[src/rtl/rs_dec_pkg.sv]
// Shared types and constants for the RS(32,28) decoder front end.
package rs_dec_pkg;

  localparam int RS_N  = 32;
  localparam int RS_K  = 28;
  localparam int SYM_W = 8;
  localparam int GAP_W = 4;
  localparam int ERR_W = 16;

  typedef logic [SYM_W-1:0] rs_sym_t;

  typedef enum logic [2:0] {
    ST_IDLE,
    ST_CLEAR,
    ST_LOAD,
    ST_DRAIN,
    ST_EVAL
  } rs_state_e;

  function automatic logic syn_all_zero(input rs_sym_t s0, input rs_sym_t s1,
                                        input rs_sym_t s2, input rs_sym_t s3);
    return ~|{s0, s1, s2, s3};
  endfunction

endpackage

[src/rtl/rs_dec_gap_timer.sv]
// Loadable down-counter that saturates at zero; paces symbol strobes.
module rs_dec_gap_timer #(
  parameter int W = 4
) (
  input  logic         i_clk,
  input  logic         i_resb,
  input  logic         i_clr,
  input  logic         i_load,
  input  logic [W-1:0] i_load_val,
  output logic         o_zero,
  output logic         o_zero_nxt
);

  logic [W-1:0] cnt, cnt_nxt;

  always_comb begin
    cnt_nxt = cnt;
    if (i_clr)
      cnt_nxt = '0;
    else if (i_load)
      cnt_nxt = i_load_val;
    else if (cnt != '0)
      cnt_nxt = cnt - W'(1);
  end

  always_ff @(posedge i_clk or negedge i_resb) begin
    if (!i_resb)
      cnt <= '0;
    else
      cnt <= cnt_nxt;
  end

  // The look-ahead flag lets the parent register its ready output.
  assign o_zero     = (cnt == '0);
  assign o_zero_nxt = (cnt_nxt == '0);

endmodule

[src/rtl/rs_dec_frame_ctrl.sv]
// Frame sequencer for the RS(32,28) syndrome stage: paces symbols into the
// syndrome calculator, clears it per frame and latches S0..S3 at frame end.
// Define RS_DEC_FRAME_CTRL_STATS_EN to build the erroneous-frame counter.
module rs_dec_frame_ctrl
  import rs_dec_pkg::*;
#(
  parameter int SYM_GAP   = 4,
  parameter int FRAME_LEN = RS_N
) (
  input  logic             i_clk,
  input  logic             i_resb,
  input  logic             i_frame_sync,
  input  logic [7:0]       i_sym,
  input  logic             i_sym_valid,
  output logic             o_sym_ready,
  output logic [7:0]       o_sc_data,
  output logic             o_sc_sync,
  output logic             o_sc_resb,
  input  logic [7:0]       i_s0,
  input  logic [7:0]       i_s1,
  input  logic [7:0]       i_s2,
  input  logic [7:0]       i_s3,
  output logic [7:0]       o_syn0,
  output logic [7:0]       o_syn1,
  output logic [7:0]       o_syn2,
  output logic [7:0]       o_syn3,
  output logic             o_frame_done,
  output logic             o_frame_ok,
  output logic [ERR_W-1:0] o_err_frames
);

  localparam logic [GAP_W-1:0] GAP_RELOAD = GAP_W'(SYM_GAP - 1);
  localparam logic [4:0]       LAST_IDX   = 5'(FRAME_LEN - 1);

  rs_state_e  state, state_nxt;
  logic [4:0] sym_cnt;
  logic       xfer;
  logic       gap_zero, gap_zero_nxt;
  logic       syn_ok;

  // An abort on the same cycle as a handshake drops the symbol.
  assign xfer   = (state == ST_LOAD) && i_sym_valid && o_sym_ready && !i_frame_sync;
  assign syn_ok = syn_all_zero(i_s0, i_s1, i_s2, i_s3);

  rs_dec_gap_timer #(
    .W (GAP_W)
  ) u_gap (
    .i_clk      (i_clk),
    .i_resb     (i_resb),
    .i_clr      (state == ST_CLEAR),
    .i_load     (xfer),
    .i_load_val (GAP_RELOAD),
    .o_zero     (gap_zero),
    .o_zero_nxt (gap_zero_nxt)
  );

  always_ff @(posedge i_clk or negedge i_resb) begin
    if (!i_resb)
      state <= ST_IDLE;
    else
      state <= state_nxt;
  end

  always_comb begin
    state_nxt = state;
    case (state)
      ST_IDLE:  if (i_frame_sync) state_nxt = ST_CLEAR;
      ST_CLEAR: state_nxt = ST_LOAD;
      ST_LOAD: begin
        if (i_frame_sync)
          state_nxt = ST_CLEAR;
        else if (xfer && (sym_cnt == LAST_IDX))
          state_nxt = ST_DRAIN;
      end
      // Gap expiry means the last toggle has crossed the calculator's synchronizer.
      ST_DRAIN: begin
        if (i_frame_sync)
          state_nxt = ST_CLEAR;
        else if (gap_zero)
          state_nxt = ST_EVAL;
      end
      ST_EVAL:  state_nxt = i_frame_sync ? ST_CLEAR : ST_IDLE;
      default:  state_nxt = ST_IDLE;
    endcase
  end

  always_ff @(posedge i_clk or negedge i_resb) begin
    if (!i_resb)
      sym_cnt <= '0;
    else if (state == ST_CLEAR)
      sym_cnt <= '0;
    else if (xfer && (sym_cnt != LAST_IDX))
      sym_cnt <= sym_cnt + 5'd1;
  end

  // Outputs are registered from the next state so they line up with it.
  always_ff @(posedge i_clk or negedge i_resb) begin
    if (!i_resb) begin
      o_sym_ready  <= 1'b0;
      o_sc_data    <= '0;
      o_sc_sync    <= 1'b0;
      o_sc_resb    <= 1'b1;
      o_syn0       <= '0;
      o_syn1       <= '0;
      o_syn2       <= '0;
      o_syn3       <= '0;
      o_frame_done <= 1'b0;
      o_frame_ok   <= 1'b0;
    end else begin
      o_sym_ready  <= (state_nxt == ST_LOAD) && gap_zero_nxt;
      o_sc_resb    <= (state_nxt != ST_CLEAR);
      o_frame_done <= (state_nxt == ST_EVAL);
      if (xfer) begin
        o_sc_data <= i_sym;
        o_sc_sync <= ~o_sc_sync;
      end
      if (state_nxt == ST_EVAL) begin
        o_syn0     <= i_s0;
        o_syn1     <= i_s1;
        o_syn2     <= i_s2;
        o_syn3     <= i_s3;
        o_frame_ok <= syn_ok;
      end
    end
  end

`ifdef RS_DEC_FRAME_CTRL_STATS_EN
  logic [ERR_W-1:0] err_cnt;

  always_ff @(posedge i_clk or negedge i_resb) begin
    if (!i_resb)
      err_cnt <= '0;
    else if ((state_nxt == ST_EVAL) && !syn_ok && (err_cnt != {ERR_W{1'b1}}))
      err_cnt <= err_cnt + ERR_W'(1);
  end

  assign o_err_frames = err_cnt;
`else
  assign o_err_frames = '0;
`endif

endmodule

[config.mk]
export PLATFORM = sky130hd
export DESIGN_NAME = rs_dec_frame_ctrl
export DESIGN_NICKNAME = d
export VERILOG_FILES = /design/src/rtl/rs_dec_pkg.sv /design/src/rtl/rs_dec_gap_timer.sv /design/src/rtl/rs_dec_frame_ctrl.sv
export SDC_FILE = /design/constraint.sdc
export NUM_CORES = 1
export LEC_CHECK = 0
export ABC_AREA = 0
export BUFFER_PORTS_ARGS = -buffer_cell sky130_fd_sc_hd__buf_4
export CORE_MARGIN = 4
export CORE_UTILIZATION = 48
export CTS_CLUSTER_DIAMETER = 40
export CTS_CLUSTER_SIZE = 40
export DETAILED_ROUTE_END_ITERATION = 8
export HOLD_SLACK_MARGIN = 0.02
export PLACE_DENSITY = 0.84
export RECOVER_POWER = 25
export SETUP_SLACK_MARGIN = 0.1
export SLEW_MARGIN = 20
export SYNTH_ARGS = -nofsm -noshare
export SYNTH_HDL_FRONTEND = slang
export SYNTH_SLANG_ARGS = --single-unit
[constraint.sdc]
create_clock -name i_clk -period 2.37 [get_ports i_clk]
set_clock_uncertainty 0.1 [all_clocks]
set_input_delay 0 -clock i_clk [delete_from_list [all_inputs] [get_ports i_clk]]
set_output_delay 0 -clock i_clk [all_outputs]
set_load 0.02 [all_outputs]
# [Yosys cells after proc, flatten, opt, wreduce, memory -nomap -nowiden]
# Index checks and enable logic that the tools add are counted.
[word_totals] regBits=57 in_bits=44 out_inout_bits=61 elab_cells=51
[op_classes] n_addsub=2 n_eq_ne=9 n_mux=12 bitwise_logic=1 reduce_logical=14
[op_table] op="$reduce_or 32->1" count=1
[op_table] op="$mux 3" count=5
[op_table] op="$pmux 3 s5" count=1
[op_table] op="$mux 4" count=3
[op_table] op="$mux 5" count=2
[op_table] op="$eq 3x2->1 const B" count=3
[op_table] op="$logic_not 4->1" count=2
[op_table] op="$eq 3x3->1 const B" count=2
[op_table] op="$logic_and 1x1->1" count=6
[op_table] op="$add 5x1->5 const B" count=1
[op_table] op="$eq 5x5->1 const B" count=1
[op_table] op="$ne 5x5->1 const B" count=1
[op_table] op="$reduce_bool 4->1" count=1
[op_table] op="$sub 4x1->4 const B" count=1
[op_table] op="$eq 3x1->1 const B" count=1
[op_table] op="$logic_not 3->1" count=1
[op_table] op="$ne 3x1->1 const B" count=1
[op_table] op="$logic_not 1->1" count=2
[op_table] op="$reduce_bool 2->1" count=1
[op_table] op="$mux 1" count=1
[op_table] op="$not 1->1" count=1

# [Depth between registers and ports, before layout]
# Gate-level depths: netlist of the first run.
[logic_depth] ltp_word=10 ltp_mapped=8 depth_no_buf=6

# [Hierarchy]
# From an unflattened synthesis of the first run, not the netlist that was laid out.
[unflattened] cells_unflattened=206 hier_area_um2=2757.6
[modules_own_cells] mod="rs_dec_frame_ctrl" n_inst=1 cells_per_inst=176 area_per_inst_um2=2497.4 seq_area_each_um2=1327.5
[modules_own_cells] mod="rs_dec_gap_timer" n_inst=1 cells_per_inst=30 area_per_inst_um2=260.2 seq_area_each_um2=100.1

# [Worst setup path before layout of the first run]
# Ideal clock, no wire load.
[synth_path] path_kind="register -> register" startpoint="register u_gap.cnt[0]" endpoint="register o_syn0[0]" setup_ns=0.125 t_arrival_ns=1.689 required_time_ns=2.145 path_slack_ns=0.456 path_stages_with_launch=8 n_path_buf=2 period_less_slack_ns=1.914 path_cell_list="dfrtp_1 inv_1 ha_1 nor3b_2 nand4b_1 buf_4 buf_6 mux2_4"
[synth_via] elab_chain_len=5
[synth_rtl] element="from (decl)" line="rs_dec_gap_timer.sv:14" rtl="logic [W-1:0] cnt, cnt_nxt;"
[synth_rtl] element="from (signal assigned)" line="rs_dec_gap_timer.sv:30" rtl="cnt <= cnt_nxt;"
[synth_rtl] element="$logic_not 4->1" line="rs_dec_gap_timer.sv:34" rtl="assign o_zero = (cnt == '0);"
[synth_rtl] element="$mux 3" line="rs_dec_frame_ctrl.sv:79" rtl="else if (gap_zero)"
[synth_rtl] element="$mux 3" line="rs_dec_frame_ctrl.sv:77" rtl="if (i_frame_sync)"
[synth_rtl] element="$pmux 3 s5" line="rs_dec_frame_ctrl.sv:66" rtl="case (state)"
[synth_rtl] element="$eq 3x3->1" line="rs_dec_frame_ctrl.sv:117" rtl="if (state_nxt == ST_EVAL) begin"
[synth_rtl] element="to (signal assigned)" line="rs_dec_frame_ctrl.sv:118" rtl="o_syn0 <= i_s0;"
[synth_rtl] element="to (decl)" line="rs_dec_frame_ctrl.sv:23" rtl="output logic [7:0] o_syn0,"
# Every way passes these cells.
# A chain may end at the register's enable or synchronous reset.

# [Worst setup path in the final report of the first run]
[layout_path] startpoint="register u_gap.cnt[0]" endpoint="register o_syn3[5]"
[layout_via] elab_chain_len=5
[layout_rtl] element="$logic_not 4->1" line="rs_dec_gap_timer.sv:34"
[layout_rtl] element="$mux 3" line="rs_dec_frame_ctrl.sv:79"
[layout_rtl] element="$mux 3" line="rs_dec_frame_ctrl.sv:77"
[layout_rtl] element="$pmux 3 s5" line="rs_dec_frame_ctrl.sv:66"
[layout_rtl] element="$eq 3x3->1" line="rs_dec_frame_ctrl.sv:117"
[layout_rtl] element="to (signal assigned)" line="rs_dec_frame_ctrl.sv:121" rtl="o_syn3 <= i_s3;"
[layout_rtl] element="to (decl)" line="rs_dec_frame_ctrl.sv:26" rtl="output logic [7:0] o_syn3,"
# Every way passes these cells.

==> reports/results.ini, run 1 <==
[clock_tree]
cts_made_buffers = 9
max-clock-path-buffers = 2
cts.clk_slew.worst_paths_ps = 70
cts-htree-levels = 3
cts-root-buf = sky130_fd_sc_hd__clkbuf_8
postCtsSetupRepairBufs = 0
cts_tree = yes
clock_latency_reported_for_the_late_side_of_the_worst_skew_pair_ps = 340
cts-hold-fix-buffers = 42
cts_resized = 0
clock_sink_count = 57

[critical_path]
critical_path.startpoint_type = flip-flop
worst-setup-path-type = flip-flop to flip-flop
arrival_time_of_the_worst_setup_path_ps = 2230
worst_path_dominant_cell_family = simple AND/OR/NAND/NOR gates
worst-endpoint-required_ps = 2480
worst-path-buf-inv = 2
cpPeakStageDelay_ps = 440
crit_path_top_delay_cell = sky130_fd_sc_hd__dfrtp_1
crit_path_end_kind = flip-flop
path_cells = inv_1 -> ha_1 -> nor3b_2 -> nand4b_1 -> buf_12 -> mux2_1
path_max_fanout = 37

[power]
pwr-share-comb_pct = 42.0
switching_share_pct = 35.6
total_leakage_power_uw = 0.00204
p_clk_share_pct = 22.7
total_switching_power_uw = 1640
internal_power_uw = 2970
seqPwrFrac_pct = 35.3
power_density_mw_per_mm2 = 1170
ir_worst_vdd_v = 0.000791

[timing]
grt_setup_unrepaired = false
hold_violations = 0
setup_viol_count_final = 0
max_freq_mhz = 472
post-route-worst-setup-slack_ps = 252
timing_max_transition_violations_final = 0
timing.max_slew.rel_slack_pct = 8.75
fin_crit_ps = 2120
timing.final.crit_share_pct = 89.4
worst_slew_pin_slew_ps = 1370
setup-tns-final_ps = 0

[yosys]
synth_enable_flop_cells = 0
synth_xor_xnor_area_share_pct = 1.32
synth.avg_cell_area_um2 = 13.4
fraction_of_the_yosys_area_taken_by_sequential_cells_pct = 53.9
post_synth_inst_count = 198
synth.area.mux_share_pct = 21.3
synth_cell_types = 39
largest_family_of_logic_cells_by_synthesized_area = multiplexers
synth_compound_gate_area_share_pct = 3.92
yosys.area_share.simple_pct = 10.6
asyncSetResetFlopFracSynth_pct = 100
synthTopCellsByArea = sky130_fd_sc_hd__dfrtp_1, sky130_fd_sc_hd__mux2_4, sky130_fd_sc_hd__buf_4
ys_ff_latch = 57
synth_area_leader_cell = sky130_fd_sc_hd__dfrtp_1
yosys.area_share.adder_pct = 1.42
netlist_area_mm2 = 0.00265
synthFlopType = sky130_fd_sc_hd__dfrtp_1
synth.top_cell.area_share_pct = 52.9
yosysWarnings = 0

[run_status]
run_status = completed

[detailed_routing]
wl_per_cell_um = 16.0
drc = 0
finalWirelength_mm = 6.55
firstDrtPassIters = 4
drt.antenna.violating_nets = 0
detail_route.vias_per_cell = 4.95
drt_iter0_drc = 80
detailroute.via_count = 2025

[die]
dieHeight_um = 82.3
die_width_um = 82.3
floorplan.die_area_mm2 = 0.00677
floorplan_core_area_mm2 = 0.00524
initial_utilization_pct = 50.5
number_of_primary_i_o_pins = 105
num_rows = 26

[global_route]
first_global_vias = 2173
top_usage_layer = met2
residual_overflow_from_global_routing = 0
grt_use_met2_pct = 34.9
grt_first_pass_wirelength_mm = 10.2
gr-usage-met3_pct = 7.70
grt_max_degree = 58
grt_use_total_pct = 20.4
global_route_met1_usage_pct = 23.8
initial_antenna_violation_count = 0

[flow_run]
timing.max_cap.violations = 0

[layout]
syn_to_final_growth_pct = 49.1
fillCellCount = 314
multi_input_comb_area_mm2 = 0.00108
seq_area_mm2 = 0.00143
drive_gt1_share_pct = 42.2
antenna_cells = 0
final_nets = 381

[place]
gp_routability_congestion = 0.893
portBuffers = 88
pre_cts_ws_ps = 301
dp_hpwl_mm = 4.19

[min_path]
kind_of_path_behind_the_tightest_hold_check = input port to flip-flop

-- area by class of cell --
| class | count | share of cell area (%) |
|---|---|---|
| clock buffers | 10 | 3.49 |
| flip-flops and latches | 57 | 36.2 |
| repair buffers | 131 | 27.8 |
| inverters | 7 | 0.665 |
| multi-input cells | 128 | 27.4 |
| well taps | 70 | 2.22 |
| clock inverters | 6 | 2.28 |
-- flip-flops by register name, indices dropped and copies added, names as in the netlist --
register      count
o_frame_done      1
sym_cnt           5
o_sym_ready       1
o_syn2            8
o_sc_resb         1
o_sc_data         8
state             3
o_frame_ok        1
o_sc_sync         1
o_syn3            8
u_gap.cnt         4
o_syn0            8
o_syn1            8
-- stage by stage --
| stage | util (%) | hold WS [ps] | total power [uW] | instance area [um2] | cells |
|---|---|---|---|---|---|
| finish | 75.4 | 76.4 | 4610 | 3950 | 409 |
| global route | 75.4 | 80.9 | 4860 | 3950 | 409 |
| global placement | 63.1 | -13.1 | 3430 | 3300 | 351 |
| CTS | 75.4 | 64.0 | 4600 | 3950 | 409 |
| floorplan | - | -396 | 2760 | 2700 | 213 |
| detailed placement | 63.1 | -6.66 | 3490 | 3300 | 351 |
-- final timing paths --
kind / endpoint / from / depth (start not counted) / slack (ps)
max: o_syn3[5] / u_gap.cnt[0] / 6 / 250
min: sym_cnt[0] / i_sym_valid / 4 / 80
max reg2reg: o_syn3[5] / u_gap.cnt[0] / 6 / 250
min reg2reg: o_sc_sync / o_sc_sync / 1 / 390
max in group asynchronous: o_syn1[0] / i_resb / 2 / 920
min in group asynchronous: u_gap.cnt[0] / i_resb / 2 / 420
-- tightest hold or removal path: stages --
cell	delay [ps]
sky130_fd_sc_hd__buf_4	110
sky130_fd_sc_hd__nand4b_1	130
sky130_fd_sc_hd__nor3_1	110
sky130_fd_sc_hd__mux2i_1	120
-- power groups by stage --
stage	Combinational, uW	Sequential [uW]	Clock (uW)
2_1_floorplan	808	1950	0
3_3_place_gp	1820	1610	0
3_5_place_dp	1880	1620	0
4_1_cts	1940	1610	1050
5_1_grt	2080	1670	1110
6_report	1930	1630	1050
-- logic make-up after synthesis --
family / after synthesis
other cells: 1
mux: 42
buf+inv: 28
compound gates: 16
simple gates: 47
xor+xnor: 4
flops: 57
fa+ha+maj: 3
-- cell usage after synthesis (4+ instances only) --
cell type / n
sky130_fd_sc_hd__a21oi_1: 6
sky130_fd_sc_hd__mux2_2: 8
sky130_fd_sc_hd__mux2_1: 7
sky130_fd_sc_hd__inv_1: 7
sky130_fd_sc_hd__nor4_1: 10
sky130_fd_sc_hd__nor2_1: 6
sky130_fd_sc_hd__nand2_1: 9
sky130_fd_sc_hd__buf_4: 18
sky130_fd_sc_hd__mux2_4: 25
sky130_fd_sc_hd__dfrtp_1: 56
sky130_fd_sc_hd__xnor2_1: 4
-- per-layer routing --
layer	routed length, um	share of wire, %	vias to the layer above
li1	-	-	948
met3	459	7.0	8
met2	3360	51	78
met1	2650	40	991
met5	0	0	-
met4	82	1.3	0
-- cell usage in the layout, fill, tap and decap left out, drive strengths merged, types with 3 or more instances in the layout --
master / netlist / layout
o21ai: 3 / 3
clkbuf: 0 / 11
inv: 7 / 8
ha: 3 / 3
dfrtp: 56 / 56
xnor2: 4 / 4
nor2: 6 / 6
conb: 1 / 16
a21oi: 6 / 6
nor4: 10 / 10
mux2: 40 / 40
nand2: 9 / 9
buf: 21 / 88
nor3: 3 / 3
dlygate4sd3: 0 / 42
No activity file was read; power rests on OpenSTA's default activity.
==> inputs of run 2 (changes only) <==
- clock period: 2.37 -> 2.2 ns (I/O delays scaled with it)
==> run 2 against run 1 <==
Against the previous run:
- critical endpoint unchanged
- non-clock buffer count up 3
- largest cell class unchanged
- sequential power up 8%
- maximum frequency up 2.2%
- worst setup slack worse by 120 ps
- highest routed layer unchanged
- via count up 0.74%
- combinational power up 10%
- final area down 0.22%
==> reports/results.ini, run 2 (synthesized netlist as in run 1, its figures left out) <==
[die]
floorplan.die_area_mm2 = 0.00677  ; unchanged
number_of_primary_i_o_pins = 105  ; unchanged
num_rows = 26  ; unchanged
floorplan_core_area_mm2 = 0.00524  ; unchanged
dieHeight_um = 82.3  ; unchanged
die_width_um = 82.3  ; unchanged
initial_utilization_pct = 50.5  ; unchanged

[detailed_routing]
drt.antenna.violating_nets = 0  ; unchanged
detail_route.vias_per_cell = 4.95  ; about the same
firstDrtPassIters = 4  ; unchanged
drt_iter0_drc = 70  ; -13%
drc = 0  ; unchanged
detailroute.via_count = 2040  ; +0.74%
finalWirelength_mm = 6.92  ; +5.8%
route.top_layer_used = met4
wl_per_cell_um = 16.8  ; +5.0%
dr_wl_met2_mm = 3.61  ; +7.5%
m1WireLength_mm = 2.69  ; +1.6%
routed-wl-met3_um = 508  ; +11%

[clock_tree]
clock_latency_reported_for_the_late_side_of_the_worst_skew_pair_ps = 330  ; about the same
clock_sink_count = 57  ; unchanged
cts_made_buffers = 9  ; unchanged
cts-htree-levels = 3  ; unchanged
cts.clk_slew.worst_paths_ps = 70  ; about the same
cts-root-buf = sky130_fd_sc_hd__clkbuf_8
max-clock-path-buffers = 2  ; unchanged
cts_tree = yes

[layout]
syn_to_final_growth_pct = 48.8
antenna_cells = 0  ; unchanged
final_nets = 384  ; +0.79%
drive_gt1_share_pct = 42.7  ; +0.51 points
mostFrequentLayoutCell = sky130_fd_sc_hd__buf_4
mostFrequentLayoutCells = sky130_fd_sc_hd__buf_4, sky130_fd_sc_hd__dfrtp_1, sky130_fd_sc_hd__dlygate4sd3_1

[place]
dp_hpwl_mm = 4.20  ; +0.27%
portBuffers = 88  ; unchanged
gp_routability_congestion = 0.855  ; -4.2%

[min_path]
hold_end = sym_cnt[2]
min_path_cells = 5  ; +1
kind_of_path_behind_the_tightest_hold_check = input port to flip-flop
hold_path_startpoint = i_sym_valid

[critical_path]
reg2reg_setup_slack_ps = 130  ; -120 ps
crit_path_end_kind = flip-flop
critical_path.reg2reg.endpoint = o_syn3[5]
path_max_fanout = 10  ; -73%
worst-setup-path-type = flip-flop to flip-flop
worst_r2r_path_depth = 7  ; +1
r2r_start = u_gap.cnt[0]
worst-endpoint-required_ps = 2310  ; -170 ps
critical_path.startpoint_type = flip-flop
arrival_time_of_the_worst_setup_path_ps = 2180  ; -50 ps

[timing]
setup-tns-final_ps = 0  ; unchanged
fin_crit_ps = 2070  ; -46.3 ps
grt_setup_unrepaired = false
worst_slew_pin_slew_ps = 1370  ; -1.46 ps
max_freq_mhz = 483  ; +2.2%
timing_max_transition_violations_final = 0  ; unchanged
final.hold.worst_slack_ps = 88.6  ; +12.2 ps
timing.max_slew.rel_slack_pct = 8.85  ; +0.097 points
hold_violations = 0  ; unchanged
timing.final.crit_share_pct = 94.2  ; +4.8 points
setup_viol_count_final = 0  ; unchanged

[global_route]
initial_antenna_violation_count = 0  ; unchanged
grt_first_pass_wirelength_mm = 10.0  ; -1.6%
grt_use_total_pct = 20.3  ; -0.19 points
grt_max_degree = 58  ; unchanged
first_global_vias = 2144  ; -1.3%
residual_overflow_from_global_routing = 0  ; unchanged

[power]
total_leakage_power_uw = 0.00203  ; -0.70%
ir_worst_vdd_v = 0.000822  ; +3.9%
power_density_mw_per_mm2 = 1210  ; +3.6%

[flow_run]
timing.max_cap.violations = 0  ; unchanged

[run_status]
run_status = completed

-- run 2: cell count changes in the layout (fill, tap and decap cells not counted), sizes merged --
| cell | previous run | this run |
|---|---|---|
| bufinv | 2 | 0 |
| clkbuf | 11 | 13 |
| clkinvlp | 1 | 3 |
| buf | 88 | 89 |
-- run 2: layout make-up --
type	instances	area, um2
clock inverters	6	41.3
clock buffers	10	138
repair buffers	134	1130
well taps	70	87.6
flip-flops and latches	57	1430
inverters	7	26.3
multi-input cells	128	1090
fillers	324	1300
-- run 2: per-layer routing --
layer	global-route usage, %	vias to the layer above
li1	-	954
met1	22.6	993
met2	34.8	80
met3	7.81	13
met4	7.81	0
met5	0	-
-- run 2: worst max-delay path by stage --
stage                      to  depth (start not counted)         start  slack [ps]
global route        o_syn3[5]                          7  u_gap.cnt[0]          80
finish              o_syn3[5]                          7  u_gap.cnt[0]         130
CTS                 o_syn3[0]                          6  u_gap.cnt[0]         100
global placement    o_syn3[3]                          6  u_gap.cnt[0]         230
floorplan           o_syn0[0]                          7  u_gap.cnt[0]         290
detailed placement  o_syn3[0]                          6  u_gap.cnt[0]         110
-- run 2: power breakdown --
group | internal, uW | switching [uW]
sequential | 1450 | 311
clock | 438 | 438
combinational | 1100 | 1030
total | 2990 | 1780
-- run 2: what timing repair did --
item	in CTS	in global routing
endpoints found under the setup margin	0	34
hold endpoints to repair	101	0
hold buffers	42	0
resized for setup	0	3
buffers inserted	0	1
-- run 2: stage by stage --
stage	util (%)	cells	setup WS [ps]	area [um2]	total power [uW]
CTS	74.5	409	101	3900	4700
finish	75.2	412	128	3940	4760
global route	75.2	412	79.2	3940	5010
detailed placement	63.1	351	111	3300	3760
global placement	63.1	351	235	3300	3690
floorplan	-	213	286	2700	2970
-- run 2: worst max-delay path, stage by stage, from the launching register on --
cell and delay [ps]:
sky130_fd_sc_hd__dfrtp_1 430, sky130_fd_sc_hd__inv_1 120, sky130_fd_sc_hd__ha_2 240, sky130_fd_sc_hd__nor3b_4 260, sky130_fd_sc_hd__nand4b_1 130, sky130_fd_sc_hd__buf_4 180, sky130_fd_sc_hd__clkbuf_16 170, sky130_fd_sc_hd__mux2_1 330
==> inputs of run 3 (changes only) <==
- HOLD_SLACK_MARGIN: 0.02 -> 0.12
- REMOVE_ABC_BUFFERS: default -> 1
==> run 3 against run 2 <==
Against the previous run:
- combinational power grew 8%
- non-clock buffer count grew 4
- sequential cell count is the same
- die area is the same
- largest cell class unchanged
- via count grew 6.3%
- count of clock-buffer cells in the layout grew 2
- sequential power is essentially flat
- critical path depth is the same
- cell count grew 0.73%
- clock power grew 15%
- power grew 6.9%
- register-to-register slack gained 30 ps
==> reports/results.ini, run 3 (synthesized netlist as in run 1, its figures left out) <==
[clock_tree]
max-clock-path-buffers = 2  ; unchanged
clock_sink_count = 57  ; unchanged
cts-htree-levels = 3  ; unchanged
cts_tree = yes
cts-root-buf = sky130_fd_sc_hd__clkbuf_8
cts.clk_slew.worst_paths_ps = 70  ; about the same
clock_latency_reported_for_the_late_side_of_the_worst_skew_pair_ps = 340  ; about the same
cts_made_buffers = 9  ; unchanged

[global_route]
residual_overflow_from_global_routing = 0  ; unchanged
grt_use_total_pct = 25.9  ; +5.7 points
initial_antenna_violation_count = 0  ; unchanged
grt_first_pass_wirelength_mm = 12.4  ; +23%
first_global_vias = 2301  ; +7.3%
grt_max_degree = 58  ; unchanged

[critical_path]
worst-endpoint-required_ps = 2310  ; about the same
path_max_fanout = 10  ; unchanged
critical_path.startpoint_type = flip-flop
cpPeakStageDelay_ps = 410  ; -20 ps
arrival_time_of_the_worst_setup_path_ps = 2160  ; -20 ps
crit_path_top_delay_cell = sky130_fd_sc_hd__dfrtp_1
crit_path_end_kind = flip-flop
worst_path_dominant_cell_family = buffers and inverters
path_cells = inv_1 -> ha_4 -> nor3b_4 -> nand4b_1 -> buf_4 -> clkbuf_16 -> mux2_1
worst-setup-path-type = flip-flop to flip-flop
worst-path-buf-inv = 3  ; unchanged

[detailed_routing]
wl_per_cell_um = 20.4  ; +21%
drc = 0  ; unchanged
drt.antenna.violating_nets = 0  ; unchanged
firstDrtPassIters = 4  ; unchanged
detailroute.via_count = 2169  ; +6.3%
finalWirelength_mm = 8.45  ; +22%
detail_route.vias_per_cell = 5.23  ; +5.6%
drt_iter0_drc = 180  ; +160%

[timing]
hold_violations = 0  ; unchanged
post-route-worst-setup-slack_ps = 154  ; +26.1 ps
fin_crit_ps = 2050  ; -26.1 ps
timing.final.crit_share_pct = 93.0  ; -1.2 points
worst_slew_pin_slew_ps = 1380  ; +14.4 ps
grt_setup_unrepaired = true
setup_viol_count_final = 0  ; unchanged
timing_max_transition_violations_final = 0  ; unchanged
max_freq_mhz = 489  ; +1.3%
timing.max_slew.rel_slack_pct = 7.89  ; -0.96 points

[power]
total_switching_power_uw = 1920  ; +8.3%
internal_power_uw = 3170  ; +6.1%
total_leakage_power_uw = 0.00207  ; +2.1%
power_density_mw_per_mm2 = 1270  ; +5.0%
switching_share_pct = 37.8  ; +0.49 points
ir_worst_vdd_v = 0.000841  ; +2.3%
seqPwrFrac_pct = 35.2  ; -1.7 points
pwr-share-comb_pct = 44.9  ; +0.2 points
p_clk_share_pct = 19.9  ; +1.5 points

[layout]
mostFrequentLayoutCells = sky130_fd_sc_hd__buf_4, sky130_fd_sc_hd__dfrtp_1, sky130_fd_sc_hd__dlygate4sd3_1
final_nets = 388  ; +1.0%
seq_area_mm2 = 0.00143  ; unchanged
fillCellCount = 269  ; -17%
mostFrequentLayoutCell = sky130_fd_sc_hd__buf_4
syn_to_final_growth_pct = 51.5
final_cell_count_no_fill = 415  ; +0.73%
multi_input_comb_area_mm2 = 0.00111  ; +1.7%
antenna_cells = 0  ; unchanged
finish.utilization_pct = 76.6  ; +1.4 points
drive_gt1_share_pct = 43.5  ; +0.79 points

[die]
initial_utilization_pct = 50.5  ; unchanged
num_rows = 26  ; unchanged
die_width_um = 82.3  ; unchanged
dieHeight_um = 82.3  ; unchanged
floorplan.die_area_mm2 = 0.00677  ; unchanged
number_of_primary_i_o_pins = 105  ; unchanged
floorplan_core_area_mm2 = 0.00524  ; unchanged

[place]
portBuffers = 88  ; unchanged
gp_routability_congestion = 0.726  ; -15%
pre_cts_ws_ps = 130  ; +19.7 ps
place.detailed.instances = 353  ; +0.57%
dp_hpwl_mm = 4.35  ; +3.5%

[flow_run]
timing.max_cap.violations = 0  ; unchanged

[min_path]
kind_of_path_behind_the_tightest_hold_check = input port to flip-flop

[run_status]
run_status = completed

[run 3: layout make-up]
type                    instances  share of cell area [%]
flip-flops and latches         57                    35.6
repair buffers                138                    29.1
multi-input cells             128                    27.6
clock buffers                  12                    3.87
well taps                      70                    2.18
clock inverters                 3                   0.998
inverters                       7                   0.655
[run 3: worst register-to-register path: cells and delay by family (launching register included)]
kind                     cells  cell delay (ps)
buffers and inverters        3              490
flip-flops                   1              410
AND/OR/NAND/NOR              2              370
multiplexers                 1              360
adder cells (fa/ha/maj)      1              190
[run 3: power groups by stage]
| stage | Combinational, uW | Clock, uW | Sequential (uW) |
|---|---|---|---|
| global route | 2420 | 1070 | 1820 |
| detailed placement | 2050 | 0 | 1730 |
| floorplan | 848 | 0 | 2100 |
| finish | 2290 | 1010 | 1790 |
| CTS | 2110 | 985 | 1740 |
| global placement | 1970 | 0 | 1730 |
[run 3: worst paths after layout]
kind	slack (ps)	startpoint	end	cells past startpoint
min	340	i_sym[1]	o_sc_data[1]	3
max	150	u_gap.cnt[0]	o_syn3[5]	7
min in group asynchronous	430	i_resb	o_syn2[2]	2
max reg2reg	150	u_gap.cnt[0]	o_syn3[5]	7
max in group asynchronous	740	i_resb	o_syn0[1]	2
min reg2reg	400	o_syn3[6]	o_syn3[6]	1
[run 3: repair_timing]
item | CTS | global route
endpoints found under the setup margin | 0 | 34
setup buffers | 0 | 2
hold buffers | 43 | 0
gates resized for setup | 0 | 6
hold endpoints to repair | 103 | 0
[run 3: layer usage]
layer  GRT usage, %  vias up  routed length, um
li1               -      959                  -
met1           28.6     1051               3100
met2           44.7      131               4360
met3           9.98       28                682
met4           10.1        0                305
met5              0        -                  0
[run 3: per-stage QoR]
step                TNS (ps)  hold slack, ps  power (uW)  cell area [um2]
finish                     0             335        5090             4010
global route               0             350        5310             4010
CTS                        0             179        4830             3940
detailed placement         0           -5.65        3780             3320
global placement           0           -7.78        3700             3320
floorplan             -42690            -396        2950             2530
